`src/rtl/single_port_ram_arbiter.sv`:
```
// Round-robin arbiter and sequencer sharing one registered-read single-port RAM between
// two valid/ready requesters; read data is routed back to the requester that issued it.
module single_port_ram_arbiter #(
   parameter int DATA_W = 8,
   parameter int ADDR_W = 6,
   parameter int RD_LAT = 1
) (
   input  logic              clk,
   input  logic              rst_n,
   input  logic              req_valid_a,
   input  logic              req_we_a,
   input  logic [ADDR_W-1:0] req_addr_a,
   input  logic [DATA_W-1:0] req_wdata_a,
   output logic              req_ready_a,
   output logic              rsp_valid_a,
   output logic [DATA_W-1:0] rsp_rdata_a,
   input  logic              req_valid_b,
   input  logic              req_we_b,
   input  logic [ADDR_W-1:0] req_addr_b,
   input  logic [DATA_W-1:0] req_wdata_b,
   output logic              req_ready_b,
   output logic              rsp_valid_b,
   output logic [DATA_W-1:0] rsp_rdata_b,
   output logic [ADDR_W-1:0] ram_addr,
   output logic [DATA_W-1:0] ram_data,
   output logic              ram_we,
   input  logic [DATA_W-1:0] ram_q
);

   typedef enum logic {OWN_A = 1'b0, OWN_B = 1'b1} owner_e;

   typedef struct packed {
      logic   rd;
      owner_e owner;
   } track_t;

   localparam int STAGES = RD_LAT + 1;

   owner_e            prio;
   logic              grant_a;
   logic              grant_b;
   logic              grant;
   logic              sel_we;
   logic [ADDR_W-1:0] sel_addr;
   logic [DATA_W-1:0] sel_wdata;
   track_t            pipe [STAGES];
   track_t            last;
   logic              ret_a;
   logic              ret_b;

   // Grant is combinational so a lone requester is accepted in the cycle it asserts valid.
   always_comb begin
      // NOTE: every output of a combinational block gets a default first, otherwise any
      // path that skips an assignment infers a latch.
      grant_a = 1'b0;
      grant_b = 1'b0;
      if (rst_n) begin
         if (req_valid_a && req_valid_b) begin
            grant_a = (prio == OWN_A);
            grant_b = (prio == OWN_B);
         end else begin
            grant_a = req_valid_a;
            grant_b = req_valid_b;
         end
      end
   end

   assign grant       = grant_a || grant_b;
   assign req_ready_a = grant_a;
   assign req_ready_b = grant_b;

   always_comb begin
      sel_we    = req_we_a;
      sel_addr  = req_addr_a;
      sel_wdata = req_wdata_a;
      if (grant_b) begin
         sel_we    = req_we_b;
         sel_addr  = req_addr_b;
         sel_wdata = req_wdata_b;
      end
   end

   // RAM port and priority pointer; addr/data hold when idle, only we drops.
   always_ff @(posedge clk) begin
      if (!rst_n) begin
         prio     <= OWN_A;
         ram_we   <= 1'b0;
         ram_addr <= '0;
         ram_data <= '0;
      end else if (grant) begin
         // NOTE: state is updated with non-blocking assignments so every register samples
         // pre-edge values regardless of statement order.
         prio     <= grant_a ? OWN_B : OWN_A;
         ram_we   <= sel_we;
         ram_addr <= sel_addr;
         ram_data <= sel_wdata;
      end else begin
         ram_we   <= 1'b0;
      end
   end

   always_ff @(posedge clk) begin
      if (!rst_n) begin
         // NOTE: the tracking pipeline is reset, unlike a data memory, because a stale
         // entry would emit a spurious response after reset.
         for (int i = 0; i < STAGES; i++) pipe[i] <= '0;
      end else begin
         pipe[0] <= '{rd: grant && !sel_we, owner: (grant_b ? OWN_B : OWN_A)};
         for (int i = 1; i < STAGES; i++) pipe[i] <= pipe[i-1];
      end
   end

   // The last stage lines up with ram_q being valid for that read.
   assign last  = pipe[STAGES-1];
   assign ret_a = last.rd && (last.owner == OWN_A);
   assign ret_b = last.rd && (last.owner == OWN_B);

   always_ff @(posedge clk) begin
      if (!rst_n) begin
         rsp_valid_a <= 1'b0;
         rsp_valid_b <= 1'b0;
         rsp_rdata_a <= '0;
         rsp_rdata_b <= '0;
      end else begin
         rsp_valid_a <= ret_a;
         rsp_valid_b <= ret_b;
         if (ret_a) rsp_rdata_a <= ram_q;
         if (ret_b) rsp_rdata_b <= ram_q;
      end
   end

endmodule

```
`config.mk`:
```
export PLATFORM = sky130hd
export DESIGN_NAME = single_port_ram_arbiter
export DESIGN_NICKNAME = d
export VERILOG_FILES = /design/src/rtl/single_port_ram_arbiter.sv
export SDC_FILE = /design/constraint.sdc
export NUM_CORES = 1
export LEC_CHECK = 0
export CORE_MARGIN = 3
export CORE_UTILIZATION = 30
export DETAILED_ROUTE_END_ITERATION = 8
export PLACE_DENSITY = 0.57
export SETUP_SLACK_MARGIN = 0.02
export SLEW_MARGIN = 5
export SYNTH_ARGS = -nofsm -noshare
export SYNTH_HDL_FRONTEND = slang
export SYNTH_SLANG_ARGS = --single-unit
```
`constraint.sdc`:
```
create_clock -name clk -period 2.6 [get_ports clk]
set_input_delay 0.52 -clock clk [delete_from_list [all_inputs] [get_ports clk]]
set_output_delay 0.52 -clock clk [all_outputs]
set_load 0.01 [all_outputs]
```
## After elaboration in Yosys (flattened, before gate mapping)

Memories as Yosys holds them, arrays and structs flattened.
Index checks and enable logic that the tools add are counted.

- Register bits: 34
- Bits in latches: 0
- RAM bits: 4
- Bits in read-only memories: 0
- Output and inout port bits: 35
- Logic and storage cells: 33
- Memories: 1

Memories:

| name | words | width | rd ports | clocked after memory_dff | write ports | RTL line | text |
|---|---|---|---|---|---|---|---|
| pipe | 2 | 2 | 2 | 0 | 2 | 46 | `track_t pipe [STAGES];` |

- Add/subtract/negate cells: 0
- Multiply operators: 0
- Div/mod/pow operators: 0
- Magnitude comparators: 0
- Equality and inequality tests: 0
- Shift-type cells: 0
- Muxes and demuxes: 13
- Bitwise logic cells: 4
- Reductions and logical operators: 7

Operators with widths:

| operator | count |
|---|---|
| 2-to-1 mux 1 bit | 9 |
| 2-to-1 mux 8 bit | 1 |
| 2-to-1 mux 6 bit | 1 |
| logical AND 1 bit | 4 |
| 2-to-1 mux 2 bit | 2 |
| inverter 1 bit | 2 |
| bitwise OR 1 bit | 2 |
| AND reduction 2 bit | 1 |
| logical NOT 1 bit | 1 |
| logical OR 1 bit | 1 |

## Logic depth before layout (Yosys ltp)

Gate-level depths: netlist of run 1.

- Word-level depth: 7
- Depth in mapped cells: 5
- Depth with buffers taken out: 3

## Worst setup path after synthesis of run 1

No wires, ideal clock.

- Path type: in2out
- Start point: input port rst_n
- End point: output port req_ready_a
- Data arrival time: 1159 ps
- Data required time: 2080 ps
- Path slack: 921 ps
- Stages on the path: 4
- Path buffers: 2
- Path through: buf_2 -> clkbuf_1 -> nand2_1 -> a21oi_1

- Longest elaborated chain between the ends: 1

RTL lines:

| what | RTL line | text |
|---|---|---|
| start, declared | 9 | `input logic rst_n,` |
| 2-to-1 mux 1 bit | 57 | `if (rst_n) begin` |
| end, declared | 14 | `output logic req_ready_a,` |

No other way between the ends.

## Worst setup path after layout of run 1

- Start point: input port rst_n
- End point: output port req_ready_b

- Longest elaborated chain between the ends: 1

RTL lines:

| what | RTL line | text |
|---|---|---|
| 2-to-1 mux 1 bit | 57 |  |
| end, declared | 21 | `output logic req_ready_b,` |

No other way between the ends.

==> run metrics, run 1 <==
kind of critical path=primary input to output pin; number of clock buffers inserted by TritonCTS=5; number of warnings reported in the yosys synthesis log=0; top cells by count, synth=54 x nand2_1, 38 x dfxtp_1, 23 x nand3_1; sequential-to-total area share from yosys stat=44.9%; Placeable Area=5270 um^2; sinks on the clock net=38; DR pass1 iterations=4; PwrDens=just under 500 nW/um^2; number of rows in the core area=26; post-synthesis area per instance=9.46 um^2; number of cells traversed by the worst hold path=1; number of cells on the worst reg-to-reg path=3; Net Count, Synth=around 220; asr flop ratio synth=0%; highest attainable clock frequency=416 MHz; synthesized netlist cell count=~180; Via Count=1517; crit-path cells=clkdlybuf4s50_1 > and2_4 > and2_4 > clkdlybuf4s50_1; Critical R2R Capture=rsp_rdata_a[3]; dominant register cell in the synthesized netlist=dfxtp_1; htree depth=2; maximum clock skew at final layout=about 4.5 ps; Worst Path Arrival=1890 ps; max-cap violation count=0; clock edge transition at the registers on the reported setup and hold paths=~80 ps; worst slew margin relative to its limit=a little under three fifths; proportion of layout cells with a drive suffix above 1=a little under an eighth; final hold violation count=0; internal portion of total power=0.943 mW; share of the synthesized area in the top cell type=approximately 45%; Post-CTS Repair Setup Buffers=0; total of buffers placed on input and output ports=76; Final Max Slew Viols=0; number of inserted filler cells in the final layout=535; clock tree from TritonCTS=yes; DRT antenna net count=0; Area contributors post-synth=dfxtp_1 45%, o311ai_4 14%, nand2_1 12%; number of hold buffers added after cts=0; worst r2r src=pipe[0][3]; worst IR drop on VDD=between 0.0002 and 0.00025 V; final routed wire length divided by cell count=between 10 and 15 um; antenna violations before repair=0; setup_tns=0 ps; Worst Min Path Start=pipe[0][0]; wire length after detailed routing=4.52 mm; count of cell types in the netlist=23; starting density of the core=between 30% and 40%; min-delay worst type=register to register; Die Footprint=6580 um^2; final core utilization=between 40% and 50%; PnR worst setup slack=194 ps; largest incremental delay on the critical path=~540 ps; share of total power in the clock network=30.5%; pin count of the biggest net entering global routing=25; Final setup violation count=0; number of enable-type register cells in the synthesized netlist=0; synthesis-to-layout area growth=53.6%; DP HPWL=3.27 mm; Register-to-Register Setup Slack=1060 ps; via count of the first global-routing pass=1523; Placed Instance Area=2520 um^2; register bit total from synthesis=38; leading cell type by number of instances after synthesis=nand2_1; crit path time final=2410 ps; drt first-iter violations=51; diode count=0; area of the multi-input gates=roughly 850 um^2; number of resized instances in the post-cts repair step=0; clock latency on the worst-skew pair=280 ps; Least-Margin Pin Slew=642 ps; I/O pin total=77; Max clock buf depth=2; critical path startpoint category=primary input; result of the run=finished clean; first-pass GRT wire length=7.31 mm; Worst Hold Endpoint=pipe[0][2]; number of vias per cell after detailed routing=4.67; Setup Slack @ Placement=187 ps; total standard cell area after synthesis=between 1500 and 2000 um^2; sequential cell area=761 um^2; critical path startpoint=rst_n; worst endpoint required time=between 2000 and 2500 ps; number of buffers and inverters on the critical path=2; cell family with most CP delay=buffers and inverters; horizontal die dimension=81.1 um; proportion of power drawn by combinational gates=19.9%; # DRC=0; placer congestion estimate=0.715; proportion of total power due to net switching=between 20% and 30%; post-synth top area cell=dfxtp_1; relative contribution of sequential cells to total power=between 40% and 50%; Root Driver=clkbuf_8; static leakage=0.914 nW; RSZ-0062 raised after global routing=no; Final #Nets=297; maximum fanout along the worst path=4; Critical Path Sink Type=output pin; switching power=0.326 mW; final standard cell area without fillers=approximately 2600 um^2; global-route congestion overflow total=0; chip height=81.1 um; total routing resource utilization after global routing=14.6%; worst-path cell with the longest stage delay=clkdlybuf4s50_1; period utilization=between 90% and 100%
[area by class of cell]
cell class              instances  area share, %
repair buffers                 84           31.6
well taps                      70           3.37
clock inverters                 2          0.385
flip-flops and latches         38           29.3
clock buffers                   5           2.65
multi-input cells             126           32.8
[worst register-to-register path, cell delays in order (launching register included)]
cell and delay [ps]:
dfxtp_1 580, nor2b_1 590, nand2_1 140, a21boi_0 160
[power by group through the flow]
stage	combinational, mW	sequential, mW	clock [mW]
after floorplan	0.103	0.652	0
after global placement	0.254	0.643	0
after detailed placement	0.255	0.643	0
after CTS	0.256	0.631	0.403
after global routing	0.272	0.634	0.425
final	0.252	0.630	0.386
[flip-flops by register name, indices dropped and copies added (netlist names), 4 cells and up]
name         flops
ram_addr         6
rsp_rdata_b      8
rsp_rdata_a      8
ram_data         8
pipe             4
[worst max-delay path by stage]
| stage | endpoint | slack (ps) | cells past startpoint |
|---|---|---|---|
| global placement | req_ready_b | 210 | 4 |
| floorplan | req_ready_a | 920 | 4 |
| global route | req_ready_b | 150 | 4 |
| finish | req_ready_b | 190 | 4 |
| CTS | req_ready_b | 180 | 4 |
| detailed placement | req_ready_b | 190 | 4 |
[kinds of logic (layout without fill, tap and decap cells)]
| kind of cell | count (synthesis) | count (layout) | synth area share (%) |
|---|---|---|---|
| AO/OA/AOI/OAI | 35 | 35 | 25.6 |
| buffers and inverters | 15 | 91 | 5.17 |
| flip-flops | 38 | 38 | 44.9 |
| AND/OR/NAND/NOR | 91 | 91 | 24.3 |
[per-stage QoR]
stage	power, mW	cells	hold WS (ps)
after CTS	1.29	325	437
after global routing	1.33	325	462
after floorplan	0.755	179	412
after detailed placement	0.899	318	422
final	1.27	325	436
after global placement	0.897	318	418
[routing by layer]
metal,wire [um],GRT usage [%]
met5,0,0
met4,57,4.56
met3,527,7.65
met2,1980,22.9
met1,1960,17.1
[placed cells by master, fill, tap and decap left out, drive strengths merged]
master | synthesis | layout
dfxtp | 38 | 38
a21bo | 1 | 1
and3 | 1 | 1
nor2 | 1 | 1
o311ai | 14 | 14
nand2b | 3 | 3
clkinv | 0 | 2
nor3b | 1 | 1
buf | 7 | 8
clkbuf | 8 | 5
nand2 | 54 | 54
clkdlybuf4s50 | 0 | 76
and2 | 6 | 6
a21boi | 17 | 17
nand3 | 23 | 23
a21oi | 2 | 2
o21ai | 1 | 1
nor2b | 1 | 1
and3b | 1 | 1
Power figures use the tool's default switching activity.
==> run 2: changes to the inputs <==
GPL_ROUTABILITY_DRIVEN = 0   (was unset)
==> results of run 2 <==
Same layout as run 1: the final DEF is identical, and so are final timing and power.
==> run 3: changes to the inputs <==
RECOVER_POWER = 25   (was unset)
==> run 3 against run 2 <==
Effect of this change: global-route usage stayed put; sequential power hardly changed; clock skew is 0.61 ps lower; via count is 0.33% lower; clock power hardly changed; flip-flop and latch count stayed put; design area is 0.14% lower; final cell count stayed put; combinational power hardly changed; utilization is 0.071 points lower; clock-buffer cell count stayed put; sequential share of layout area hardly changed; critical path type unchanged; highest routed layer unchanged.
==> run metrics, run 3 (synthesized netlist as in run 1, its figures left out) <==
htree depth=2; diode count=0; number of hold buffers added after cts=0; worst endpoint required time=2080 ps; clock tree from TritonCTS=yes; Placed Instance Area=~2500 um^2; setup_tns=0 ps; clock latency on the worst-skew pair=280 ps; global-route congestion overflow total=0; total routing resource utilization after global routing=14.6%; critical path startpoint category=primary input; Post-CTS Repair Setup Buffers=0; via count of the first global-routing pass=1523; maximum clock skew at final layout=3.84 ps; I/O pin total=77; clock edge transition at the registers on the reported setup and hold paths=80 ps; maximum fanout along the worst path=5; wire length after detailed routing=4.52 mm; Final setup violation count=0; number of inserted filler cells in the final layout=537; pin count of the biggest net entering global routing=25; final routed wire length divided by cell count=13.9 um; sinks on the clock net=38; PwrDens=488 nW/um^2; # DRC=0; horizontal die dimension=81.1 um; DP HPWL=~3.3 mm; first-pass GRT wire length=7.31 mm; period utilization=95.2%; RSZ-0062 raised after global routing=no; total of buffers placed on input and output ports=76; proportion of layout cells with a drive suffix above 1=between 10 and 15%; worst IR drop on VDD=0.000201 V; number of clock buffers inserted by TritonCTS=5; min-delay worst type=register to register; drt first-iter violations=50; Worst Path Arrival=1950 ps; Critical Path Sink Type=output pin; Root Driver=clkbuf_8; Die Footprint=around 6600 um^2; Least-Margin Pin Slew=831 ps; chip height=approximately 81 um; worst slew margin relative to its limit=between 40% and 50%; largest registers=ram_data (8), rsp_rdata_a (8), rsp_rdata_b (8); most frequent cells in the layout=74 x clkdlybuf4s50_1, 54 x nand2_1, 38 x dfxtp_1; starting density of the core=32.1%; number of rows in the core area=26; antenna violations before repair=0; Final Max Slew Viols=0; DR pass1 iterations=4; crit path time final=2470 ps; result of the run=finished clean; Via Count=1512; synthesis-to-layout area growth=53.4%; Max clock buf depth=2; Final #Nets=297; leading cell type in the layout, fill and taps excluded=clkdlybuf4s50_1; Placeable Area=5270 um^2; final standard cell area without fillers=between 2000 and 3000 um^2; kind of critical path=primary input to output pin; DRT antenna net count=0; max-cap violation count=0; static leakage=~0.91 nW; number of resized instances in the post-cts repair step=0; number of vias per cell after detailed routing=4.65; final hold violation count=0; highest attainable clock frequency=404 MHz
run 3: changes by cell type in the layout (fill, tap and decap cells not counted):
| cell | before | now |
|---|---|---|
| clkdlybuf4s50_1 | 76 | 74 |
| dlygate4sd3_1 | 0 | 2 |
| buf_4 | 8 | 7 |
| clkbuf_1 | 0 | 1 |
run 3: layer usage:
metal / up-vias / GRT usage (%) / routed length [um]
li1: 768 / - / -
met1: 676 / 17.1 / 1950
met2: 62 / 22.9 / 1980
met3: 6 / 7.65 / 527
met4: 0 / 4.56 / 57
met5: - / 0 / 0
run 3: where the power goes:
part | internal [mW] | switching, mW | total (mW)
Sequential | 0.612 | 0.0178 | 0.630
Clock | 0.180 | 0.206 | 0.386
Combinational | 0.149 | 0.102 | 0.251
run 3: final timing paths:
kind / start / end / slack, ps / cells after the start
hold / removal: pipe[0][0] / pipe[0][2] / 440 / 1
hold reg to reg: pipe[0][0] / pipe[0][2] / 440 / 1
setup / recovery: req_valid_a / req_ready_b / 130 / 4
setup reg to reg: prio / pipe[0][1] / 970 / 4
run 3: layout make-up:
cell class,count,area (um^2),share of cell area [%]
Timing Repair Buffer,84,817,31.5
Multi-Input combinational cell,126,852,32.8
Clock inverter,2,10.0,0.386
Tap cell,70,87.6,3.37
Sequential cell,38,761,29.3
Clock buffer,5,68.8,2.65
run 3: worst max-delay path, stage by stage:
cell,delay (ps)
dlygate4sd3_1,620
nand2b_1,130
and2_4,150
clkdlybuf4s50_1,540
run 3: per-stage QoR:
stage | worst slack, ps | std cells | power (mW) | hold WS [ps] | utilization [%]
after floorplan | 921 | 179 | 0.755 | 412 | -
after global placement | 207 | 318 | 0.897 | 418 | 47.8
after detailed placement | 187 | 318 | 0.899 | 422 | 47.8
after CTS | 185 | 325 | 1.29 | 437 | 49.3
after global routing | 95.7 | 325 | 1.33 | 462 | 49.3
final | 126 | 325 | 1.27 | 435 | 49.3
